===== src/rtl/dshot_rx.sv =====
// dshot_rx: oversampled DShot frame receiver with CRC check and error counting
module dshot_rx #(
  parameter int CLK_HZ      = 48_000_000,
  parameter int SYNC_STAGES = 2
) (
  input  logic        clk,
  input  logic        reset_n,
  input  logic        in_pin,
  input  logic [1:0]  rate_sel,
  input  logic        bidir,
  input  logic        err_clr,
  output logic [10:0] value,
  output logic        telem,
  output logic        is_command,
  output logic        frame_valid,
  output logic        crc_err,
  output logic        frame_err,
  output logic        busy,
  output logic [7:0]  err_count
);
  localparam int T150  = CLK_HZ / 150_000;
  localparam int T300  = CLK_HZ / 300_000;
  localparam int T600  = CLK_HZ / 600_000;
  localparam int T1200 = CLK_HZ / 1_200_000;
  localparam int W     = $clog2(2 * T150 + 1);
  typedef enum logic [1:0] {IDLE, HIGH, LOW, DONE} state_t;
  state_t state, state_n;
  logic [SYNC_STAGES-1:0] sync;
  logic s, s_prev, rise, fall, bidir_q, start, shift, ferr, ok, good, bad;
  logic [1:0] rate_q;
  logic [W-1:0] hcnt, pcnt, th_sel, tm1_sel, t2m1_sel;
  logic [3:0] bcnt;
  logic [15:0] sh;
  logic [3:0] crc;
  assign s = sync[SYNC_STAGES-1] ^ (state == IDLE ? bidir : bidir_q);
  assign rise = s & ~s_prev;
  assign fall = ~s & s_prev;
  assign th_sel = rate_q == 2'd0 ? W'(T150 * 9 / 16) : rate_q == 2'd1 ? W'(T300 * 9 / 16) :
                  rate_q == 2'd2 ? W'(T600 * 9 / 16) : W'(T1200 * 9 / 16);
  assign tm1_sel = rate_q == 2'd0 ? W'(T150 - 1) : rate_q == 2'd1 ? W'(T300 - 1) :
                   rate_q == 2'd2 ? W'(T600 - 1) : W'(T1200 - 1);
  assign t2m1_sel = rate_q == 2'd0 ? W'(2 * T150 - 1) : rate_q == 2'd1 ? W'(2 * T300 - 1) :
                    rate_q == 2'd2 ? W'(2 * T600 - 1) : W'(2 * T1200 - 1);
  assign crc = sh[7:4] ^ sh[11:8] ^ sh[15:12];
  assign ok = sh[3:0] == (bidir_q ? ~crc : crc);
  assign good = state == DONE && ok;
  assign bad = state == DONE && !ok;
  assign busy = state != IDLE;
  // next state and per-cycle control decisions
  always_comb begin
    state_n = state;
    start = 1'b0;
    shift = 1'b0;
    ferr = 1'b0;
    case (state)
      IDLE: if (rise) begin
        state_n = HIGH;
        start = 1'b1;
      end
      HIGH: if (fall) begin
        shift = 1'b1;
        state_n = bcnt == 4'd15 ? DONE : LOW;
      end else if (hcnt == tm1_sel) begin
        ferr = 1'b1;
        state_n = IDLE;
      end
      LOW: if (rise) begin
        start = 1'b1;
        state_n = HIGH;
      end else if (pcnt == t2m1_sel) begin
        ferr = 1'b1;
        state_n = IDLE;
      end
      DONE: state_n = IDLE;
      default: state_n = IDLE;
    endcase
  end
  // state register
  always_ff @(posedge clk) begin
    if (!reset_n) state <= IDLE;
    else state <= state_n;
  end
  // synchronizer, pulse counters, shift register, outputs and error counter
  always_ff @(posedge clk) begin
    if (!reset_n) begin
      sync <= '0;
      s_prev <= 1'b1;
      rate_q <= 2'd0;
      bidir_q <= 1'b0;
      hcnt <= '0;
      pcnt <= '0;
      bcnt <= '0;
      sh <= '0;
      value <= '0;
      telem <= 1'b0;
      is_command <= 1'b1;
      frame_valid <= 1'b0;
      crc_err <= 1'b0;
      frame_err <= 1'b0;
      err_count <= '0;
    end else begin
      sync <= {sync[SYNC_STAGES-2:0], in_pin};
      s_prev <= s;
      if (start) begin
        hcnt <= W'(1);
        pcnt <= W'(1);
      end else begin
        if (state == HIGH) hcnt <= hcnt + W'(1);
        if (state == HIGH || state == LOW) pcnt <= pcnt + W'(1);
      end
      if (start && state == IDLE) begin
        bcnt <= '0;
        sh <= '0;
        rate_q <= rate_sel;
        bidir_q <= bidir;
      end
      if (shift) begin
        sh <= {sh[14:0], hcnt >= th_sel};
        bcnt <= bcnt + 4'd1;
      end
      if (good) begin
        value <= sh[15:5];
        telem <= sh[4];
        is_command <= sh[15:5] < 11'd48;
      end
      frame_valid <= good;
      crc_err <= bad;
      frame_err <= ferr;
      err_count <= err_clr ? 8'd0 : ((ferr || bad) && err_count != 8'hff) ? err_count + 8'd1 : err_count;
    end
  end
endmodule


===== config.mk =====
export PLATFORM = sky130hd
export DESIGN_NAME = dshot_rx
export DESIGN_NICKNAME = d
export VERILOG_FILES = /design/src/rtl/dshot_rx.sv
export SDC_FILE = /design/constraint.sdc
export NUM_CORES = 1
export LEC_CHECK = 0
export BUFFER_PORTS_ARGS = -buffer_cell sky130_fd_sc_hd__buf_2
export CAP_MARGIN = 20
export CORE_MARGIN = 8
export CORE_UTILIZATION = 25
export CTS_CLUSTER_SIZE = 10
export DETAILED_ROUTE_END_ITERATION = 8
export HOLD_SLACK_MARGIN = 0.06
export PLACE_DENSITY = 0.46
export SETUP_SLACK_MARGIN = 0.02
export SYNTH_ARGS = -nofsm -noshare
export SYNTH_HDL_FRONTEND = slang
export SYNTH_SLANG_ARGS = --single-unit

===== constraint.sdc =====
create_clock -name clk -period 2.8 [get_ports clk]
set_clock_uncertainty 0.2 [all_clocks]
set_input_delay 0.28 -clock clk [delete_from_list [all_inputs] [get_ports clk]]
set_output_delay 0.28 -clock clk [all_outputs]
set_load 0.005 [all_outputs]

Yosys cells after proc, flatten, opt, wreduce, memory -nomap -nowiden
Cells that the tools add are included.

cells by class
  order comparisons = 2
  reductions and logical operators = 17
  bitwise operators = 9
  equality and inequality tests = 13
  $add $sub $neg = 4
  multiplexer cells = 35

operators by type and width
  cell                   number
  $mux 16                2
  $mux 8                 3
  $add 10x1->10 const B  2
  $mux 9                 2
  $mux 1                 14
  $mux 7                 2
  $mux 4                 3
  $lt 11x6->1 const B    1
  $eq 10x10->1           1
  $eq 10x9->1            1
  $ge 10x8->1            1
  $mux 10                1
  $mux 2                 5
  $add 8x1->8 const B    1
  $ne 8x8->1 const B     1
  $pmux 2 s4             1
  $reduce_bool 2->1      4
  $xor 4x4->4            2
  $eq 2x2->1 const B     3
  $mux 6                 1
  $ne 3x3->1 const B     2
  $reduce_or 2->1        3
  $add 4x1->4 const B    1
  $eq 2x1->1 const B     2
  13 further kinds       21

storage, ports and cells
  input bits = 7
  register bits = 72
  logic and storage cells = 98

Longest topological paths before layout
Gate-level depths: netlist of the first run.

  depth in word-level cells = 10
  mapped depth = 10
  gate-level depth less buffers = 10

Least setup slack after synthesis of the first run
OpenSTA, ideal clock, no wires.

  kind = register to register
  start = register rate_q[0]
  end = register err_count[7]
  path buffers = 0
  required time = 2.541 ns
  data arrival time = 2.670 ns
  stages on the path, launching flop included = 10
  setup slack = -0.129 ns
  cells stage by stage = dfxtp_1 -> inv_1 -> ha_1 -> xnor2_1 -> or4_4 -> nor4_4 -> a32oi_1 -> o31a_1 -> or4_1 -> nand2_1

on the way
  word-level cells in the longest chain between the ends = 10
  elaborated cells on any way between the ends = 18
  classes of those cells = 4 x eq/ne; 11 x mux; 3 x reduce/logical

RTL lines
  element                                      line    text
  from (decl)                                  30      logic [1:0] rate_q;
  from (signal assigned)                       114     rate_q <= rate_sel;
  $eq 2x2->1                                   41, 43
  $mux 8 or $mux 7 (tied branches)             43, 41
  $mux 9 or $mux 8 (tied branches)             42, 40
  $mux 10 or $mux 9 (tied branches)            42, 40
  $eq 10x10->1 or $eq 10x9->1 (tied branches)  70, 63
  $mux 1, on equally long branches             70, 63
  $mux 1, on equally long branches             67, 60
  $pmux 1 s2 *                                 55      case (state)
  $logic_or 1x1->1 *                           129     err_count <= err_clr ? 8'd0 : ((ferr || bad) && err_count != 8'hff) ? err_count + 8'd1 : err_count;
  $logic_and 1x1->1 *                          129
  to (signal assigned)                         129
  to (decl)                                    19      output logic [7:0] err_count

Every way passes the cells marked *; elsewhere a longest branch is shown, timed or not.
A chain may end at the register's enable or synchronous reset.

Final worst setup path of the first run
Same ends and word-level chain as after synthesis.

==> results.toml, run 1 <==
[die]
core_sq_mm = 0.0143
die_h_microns = 136
start_util_pct = 25.1
die_w_microns = 136
rows = 44
io_pins = 32
die-area_sq_mm = 0.0185

[cts]
clockBufferDepth = 2
numCtsBuffers = 9
cts_tree = "done"
clk_pin_slew_ns = 0.06
clkSinkCount = 72
root_buffer = "clkbuf_16"
htree_levels = 3
insertion_delay_ns = 0.33

[global_route]
grt_pass1_vias = 2958
grt_pass1_wl_microns = 14600
grt_usage_pct = 9.89
antenna_found_initial = 0
grt-ovfl-total = 0
grt_max_degree = 33

[worst_setup_path]
crit_required_ns = 2.88
criticalPathCategory = "flip-flop to flip-flop"
path_max_fanout = 5
end_kind = "flip-flop"
arrival_ns = 2.88
start_kind = "flip-flop"

[placement]
dp_hpwl_microns = 6310
dp.cells = 639
place_area_sq_mm = 0.00420
port-buffer-count = 31
gp_congestion = 0.794
pre_cts_slack_ns = -0.0769

[routing]
route.vias.total = 2976
drtIter0Drc = 124
drt_pre_antenna_iters = 4
via_per_inst = 4.49
drc = 0
wl_microns = 8560
wl_per_cell_microns = 12.9
drtAntennaViolNets = 0

[synthesis]
synth_most_common_cell = "dfxtp_1"
netlist_area_sq_mm = 0.00359
synth_ff_type = "dfxtp_1"
synth_top_area_share_pct = 40.1
synth_fp_nets = 439
synth_area_leaders = "dfxtp_1, ha_1, a21oi_1"
yosysWarnings = 0
ys_async_sr_fraction_pct = 0
syn_inst = 409
syn_area_per_cell_sq_um = 8.79
synth-edff-count = 0
yosysTopAreaCell = "dfxtp_1"
synth_cell_types = 48
ys_seq_area_share_pct = 40.1
synthTopCellsByCount = "dfxtp_1, nand2_1, a21oi_1, nand3_1, nor2_1"
ys_seq_elements = 72

[pwr]
vdd_drop_max_v = 0.000248
pwr_density_cell_mw_per_mm2 = 613
total_power_mw = 2.83
total_leakage_power_nw = 1.86

[sta]
setup_viol = 1
fmax_ghz = 0.357
final.setup.tns_ns = -0.00185
slew_headroom_pct = 65.7
tightest_slew_ns = 0.501
final.period_utilization_pct = 100
fin_crit_ns = 2.80
setup_slack_ns = -0.00185
maxSlewViolCount = 0
whs_ns = 0.234
hold_viol_final = 0
rsz0062_at_grt = "yes"

[min_path]
min_path_type = "flip-flop to flip-flop"

[finish]
stdcell_count = 663
antenna-diode-count = 0
postLayoutCellArea_sq_mm = 0.00461
area_delta_synth_final_pct = 28.3
layout-drive-gt1-share_pct = 22.1
utilization_pct = 32.2
fin_nets = 505

[run_status]
failed_checks = "setup timing"
outcome = "complete, but fails checks"

[run]
cap_viol_max_count = 0
-- layout by cell type (no fill, tap or decap), types with 2 or more instances in the layout --
master	n
a21oi_1	41
nand2b_1	5
ha_4	2
a2111oi_2	2
xor2_1	23
nor2_1	29
and3_1	7
or4_4	2
clkinv_2	2
a21boi_0	2
and4_1	2
xnor2_1	15
nand4_1	7
mux2i_1	4
clkbuf_16	9
nor3_1	4
a21o_1	3
ha_1	20
or4_1	2
a211oi_2	2
dfxtp_1	70
o21ai_1	2
inv_1	11
dlygate4sd3_1	6
and2_1	5
nand3_1	42
buf_2	31
o21ai_0	3
clkbuf_8	2
buf_4	38
xnor3_1	4
o21a_1	2
dfxtp_4	2
nand2_1	49
-- flip-flops by register name, indices dropped and copies added, names as in the netlist --
register	flops
sh	16
value	11
hcnt	10
pcnt	10
err_count	8
bcnt	4
rate_q	2
state	2
sync	2
bidir_q	1
crc_err	1
frame_err	1
frame_valid	1
is_command	1
s_prev	1
telem	1
-- worst paths after layout --
kind	from	to	slack [ns]	cells past startpoint
max	rate_q[0]	err_count[7]	-0.002	9
min	sync[0]	sync[1]	0.23	1
max reg2reg	rate_q[0]	err_count[7]	-0.002	9
min reg2reg	sync[0]	sync[1]	0.23	1
-- per-layer routing --
metal	up-vias	GRT usage, %	share of wire (%)
li1	1548	-	-
met1	1372	12.4	49
met2	43	15.4	46
met3	13	2.22	2.7
met4	0	5.49	2.3
met5	-	0	0
-- cell type report --
type                       instances  area, sq um
clock buffer                      12          256
clock inverter                     3         17.5
fill                            1545         9700
inverter                          13         53.8
multi-input combinational        304         2100
sequential                        72         1450
tap                              184          230
timing repair buffer              75          500
-- what timing repair did --
| item | 4_1_cts | 5_1_grt |
|---|---|---|
| endpoints found under the hold margin | 7 | 0 |
| endpoints found under the setup margin | 5 | 11 |
| hold buffers | 6 | 0 |
| gates resized for setup | 0 | 15 |
| cloned | 0 | 0 |
| pin swaps | 2 | 7 |
| setup buffers | 0 | 3 |
-- worst max-delay path: stages (launching register included) --
cell and delay [ns]:
dfxtp_4 0.38, inv_6 0.05, ha_4 0.16, xor2_2 0.13, or4_4 0.54, nor4_4 0.25, a32oi_2 0.17, o31a_1 0.38
or4_1 0.41, nand2_1 0.07
-- where the power goes --
| part | internal (mW) | leakage, nW | switching [mW] | total (mW) |
|---|---|---|---|---|
| clock | 0.640 | 0.134 | 0.422 | 1.06 |
| sequential | 1.07 | 0.583 | 0.0478 | 1.12 |
| combinational | 0.286 | 1.14 | 0.362 | 0.648 |
-- kinds of logic after synthesis --
family,Yosys count,share of synthesized area [%]
AO/OA/AOI/OAI,72,12.8
XOR/XNOR,43,12.0
adder cells (fa/ha/maj),23,8.01
buffers and inverters,33,3.55
flip-flops,72,40.1
multiplexers,4,1.11
AND/OR/NAND/NOR,162,22.4
Power figures use the tool's default switching activity.
==> inputs of run 2 (changes only) <==
- GPL_TIMING_DRIVEN: not set -> 0
==> run 2 against run 1 <==
Against the previous run: flip-flop and latch count unchanged; the run still ends with setup timing left; total power is 0.82% higher; maximum frequency is 2.4% lower; critical path type unchanged.
==> results.toml, run 2 (synthesized netlist as in run 1, its figures left out) <==
[cts]
insertion_delay_ns = 0.34
clockBufferDepth = 2
clkSinkCount = 72
clk_pin_slew_ns = 0.06
htree_levels = 3
numCtsBuffers = 9
cts_tree = "done"
root_buffer = "clkbuf_16"

[run]
cap_viol_max_count = 0

[sta]
setup_viol = 2
maxSlewViolCount = 0
setup_slack_ns = -0.0701
hold_viol_final = 0
fmax_ghz = 0.348
final.setup.tns_ns = -0.101
tightest_slew_ns = 0.825
fin_crit_ns = 2.87
slew_headroom_pct = 43.6
whs_ns = 0.117
final.period_utilization_pct = 103
rsz0062_at_grt = "yes"

[finish]
top_regs = "sh x16, value x11"
postLayoutCellArea_sq_mm = 0.00455
fill_cells = 1526
fin_nets = 491
layout.cells.most_common = "dfxtp_1"
stdcell_count = 650
area_delta_synth_final_pct = 26.6
regMostFlops = "sh"
mostFrequentLayoutCells = "dfxtp_1, nand2_1, nand3_1, a21oi_1, buf_2"
antenna-diode-count = 0
largest_register_ffs = 16
layout-drive-gt1-share_pct = 19.7

[worst_setup_path]
cpPeakStageDelay_ns = 0.53
crit_slowest_cell = "or4_4"
arrival_ns = 2.96
end_kind = "flip-flop"
path_max_fanout = 6
crit_required_ns = 2.88
criticalPathCategory = "flip-flop to flip-flop"
start_kind = "flip-flop"
crit_chain = "inv_6 > ha_4 > xor2_1 > or4_4 > nor4_4 > a32oi_2 > o31a_1 > or4_1 > nand2_1"

[run_status]
outcome = "complete, but fails checks"
failed_checks = "setup timing"

[global_route]
grt_pass1_vias = 2969
grt-ovfl-total = 0
grt_pass1_wl_microns = 14800
antenna_found_initial = 0
grt_max_degree = 12
grt_usage_pct = 10.2

[routing]
drtIter0Drc = 126
wl_per_cell_microns = 13.7
route.vias.total = 3016
drc = 0
via_per_inst = 4.64
wl_met3_microns = 203
routed.top_layer = "met4"
wl_microns = 8880
wl_met1_microns = 4320
wl_met2_microns = 4170
drt_pre_antenna_iters = 4
drtAntennaViolNets = 0

[pwr]
clkPwrFrac_pct = 38.6
total_leakage_power_nw = 1.76
pwr_density_cell_mw_per_mm2 = 627
vdd_drop_max_v = 0.000302
pwr-share-comb_pct = 21.8
p_switching_mw = 0.862
p_int_mw = 1.99
swShare_pct = 30.2
seqPwrFrac_pct = 39.6

[placement]
place_area_sq_mm = 0.00401
dp_hpwl_microns = 6420
gp_congestion = 0.808
port-buffer-count = 30
dp.cells = 623

[die]
io_pins = 32
die_h_microns = 136
start_util_pct = 25.1
die_w_microns = 136
rows = 44
die-area_sq_mm = 0.0185
core_sq_mm = 0.0143

[min_path]
min_path_type = "input port to flip-flop"
==> run 2: critical path: cells and delay by family (launching register included) <==
kind / cells / cell delay, ns
DFF: 1 / 0.40
AOI/OAI and AO/OA: 2 / 0.49
and+or+nand+nor: 4 / 1.38
xor gates and xnor gates: 1 / 0.14
adders and majority gates: 1 / 0.16
buffers and inverters: 1 / 0.06
==> run 2: cell type report <==
type,instances,area (sq um),share of cell area [%]
well taps,184,230,5.06
clock inverters,2,12.5,0.275
plain buffers,18,78.8,1.73
inverters,13,53.8,1.18
flip-flops and latches,72,1450,31.9
multi-input cells,304,2190,48.1
clock buffers,14,274,6.02
repair buffers,43,260,5.72
==> run 2: power by group through the flow <==
stage | Clock, mW | Sequential (mW) | Combinational [mW]
final | 1.10 | 1.13 | 0.621
after global routing | 1.18 | 1.14 | 0.694
after floorplan | 0 | 1.13 | 0.396
after global placement | 0 | 1.14 | 0.519
after CTS | 1.13 | 1.13 | 0.568
after detailed placement | 0 | 1.15 | 0.529
==> run 2: timing repair <==
action / CTS / global route
setup buffers: 7 / 1
endpoints found under the setup margin: 41 / 51
hold endpoints to repair: 6 / 0
pin swaps: 9 / 10
hold buffers: 5 / 0
gates resized for setup: 13 / 30
==> run 2: routing by layer <==
metal	vias to the layer above	global-route usage, %
li1	1528	-
met1	1444	12.5
met2	32	16.0
met3	12	2.77
met4	0	4.94
met5	-	0
==> run 2: final timing paths <==
path,slack [ns],endpoint,from,cells past startpoint
max,-0.07,err_count[7],rate_q[0],9
min,0.12,s_prev,reset_n,2
max reg2reg,-0.07,err_count[7],rate_q[0],9
min reg2reg,0.23,sync[1],sync[0],1
==> run 2: through the flow <==
stage | utilization [%] | worst slack (ns) | total power, mW
finish | 31.8 | -0.0701 | 2.85
global route | 31.8 | -0.149 | 3.01
CTS | 31.0 | -0.0606 | 2.83
detailed placement | 28.0 | -0.274 | 1.68
global placement | 28.0 | -0.205 | 1.66
floorplan | - | 0.0278 | 1.52
==> inputs of run 3 (changes only) <==
- CELL_PAD_IN_SITES_DETAIL_PLACEMENT: not set -> 1
- CELL_PAD_IN_SITES_GLOBAL_PLACEMENT: not set -> 1
- CORE_ASPECT_RATIO: not set -> 0.6
- PLACE_DENSITY: 0.46 -> 0.56
==> run 3 against run 2 <==
Against the previous run: the flow now finishes without violations; sequential share of layout area shrank 0.76 points; die area grew 0.68%; hold slack gained 0.050 ns; register-to-register slack gained 0.096 ns; critical endpoint unchanged; largest power group is now the clock network.
==> results.toml, run 3 (synthesized netlist as in run 1, its figures left out) <==
[sta]
slew_headroom_pct = 57.1
tightest_slew_ns = 0.643
setup_viol = 0
maxSlewViolCount = 0
fmax_ghz = 0.360
rsz0062_at_grt = "yes"
hold_viol_final = 0
setup_slack_ns = 0.0255
fin_crit_ns = 2.77
final.period_utilization_pct = 99.1

[global_route]
grt_pass1_vias = 3238
grt_max_degree = 14
antenna_found_initial = 0
grt-ovfl-total = 0
grt_usage_pct = 12.0
grt_pass1_wl_microns = 17400

[worst_setup_path]
cpPeakStageDelay_ns = 0.53
start_kind = "flip-flop"
end_kind = "flip-flop"
crit_slowest_cell = "or4_4"
ff2ff_setup_slack_ns = 0.03
crit_required_ns = 2.89
r2r-start = "rate_q[0]"
criticalPathCategory = "flip-flop to flip-flop"
r2r-end = "err_count[7]"
ff2ff_path_depth = 9
crit_chain = "inv_6 > ha_4 > xor2_1 > or4_4 > nor4_4 > a32oi_2 > o31a_1 > or4_1 > nand2_1"
startpoint = "rate_q[0]"
path_max_fanout = 5
setup.worst_path.end = "err_count[7]"
arrival_ns = 2.86

[die]
die_w_microns = 171
die-area_sq_mm = 0.0186
rows = 34
start_util_pct = 25.2
die_h_microns = 109
io_pins = 32
core_sq_mm = 0.0143

[routing]
drt_pre_antenna_iters = 4
route.vias.total = 3097
drc = 0
wl_microns = 10400
drtIter0Drc = 187
via_per_inst = 4.63
drtAntennaViolNets = 0
wl_per_cell_microns = 15.6

[pwr]
vdd_drop_max_v = 0.000285
total_leakage_power_nw = 1.80
pwr_density_cell_mw_per_mm2 = 650

[finish]
top_regs = "sh x16, value x11"
area_delta_synth_final_pct = 29.9
multi_input_area_sq_mm = 0.00222
regArea_sq_mm = 0.00145
mostFrequentLayoutCells = "dfxtp_1, nand2_1, nand3_1, a21oi_1, buf_2"
fill_cells = 1676
regMostFlops = "sh"
largest_register_ffs = 16
layout-drive-gt1-share_pct = 22.9
antenna-diode-count = 0
layout.cells.most_common = "dfxtp_1"
fin_nets = 496
utilization_pct = 32.8

[cts]
clk_pin_slew_ns = 0.06
numCtsBuffers = 9
clkSinkCount = 72
cts_tree = "done"
clockBufferDepth = 2
htree_levels = 3
insertion_delay_ns = 0.34
root_buffer = "clkbuf_16"

[placement]
gp_congestion = 0.770
pre_cts_slack_ns = -0.438
port-buffer-count = 30
dp_hpwl_microns = 7690

[run_status]
outcome = "complete, no violations"

[min_path]
holdPathStages = 2
min_path_type = "input port to flip-flop"

[run]
cap_viol_max_count = 0
[run 3: what timing repair did]
action / 4_1_cts / 5_1_grt
buffers inserted: 8 / 4
endpoints found under the setup margin: 49 / 53
hold buffers: 5 / 0
resized for setup: 25 / 32
pin swaps: 8 / 8
endpoints found under the hold margin: 7 / 0
[run 3: how the worst min path moves through the flow]
stage                     slack (ns)  startpoint         end
final                           0.17     reset_n      s_prev
after global routing            0.22     reset_n  is_command
after CTS                       0.19     reset_n      s_prev
after detailed placement        0.25    value[0]    value[0]
after global placement          0.23     sync[0]     sync[1]
after floorplan                 0.21      in_pin     sync[0]
[run 3: per-layer routing]
layer	GRT usage, %	up-vias	wire length [microns]
li1	-	1531	-
met4	3.36	0	117
met1	16.3	1514	5400
met3	2.96	9	314
met5	0	-	0
met2	18.6	43	4600
[run 3: layout make-up]
cell class,count,share of cell area (%)
multi-input cells,304,47.5
inverters,13,1.15
flip-flops and latches,72,31.1
well taps,198,5.31
clock buffers,11,5.41
clock inverters,5,1.34
plain buffers,19,1.93
repair buffers,47,6.22
[run 3: where the power goes]
group	internal, mW	switching [mW]	leakage [nW]
clock network	0.743	0.468	0.148
logic	0.274	0.407	1.07
registers	1.07	0.0703	0.584
total	2.09	0.945	1.80
[run 3: through the flow]
step	cells	power [mW]	TNS [ns]	cell area (sq um)	hold WS, ns
2_1_floorplan	409	1.52	0	3630	0.207
3_5_place_dp	637	1.70	-7.45	4030	0.248
4_1_cts	665	3.03	-0.0313	4560	0.192
5_1_grt	669	3.20	-0.108	4670	0.223
3_3_place_gp	637	1.67	-5.98	4030	0.226
6_report	669	3.04	0	4670	0.167
[run 3: worst max-delay path: cells and delay by family, from the launching register on]
kind            cells  cell delay [ns]
flops               1             0.40
compound gates      2             0.50
buf+inv             1             0.06
xor+xnor            1             0.13
fa+ha+maj           1             0.16
simple gates        4             1.27
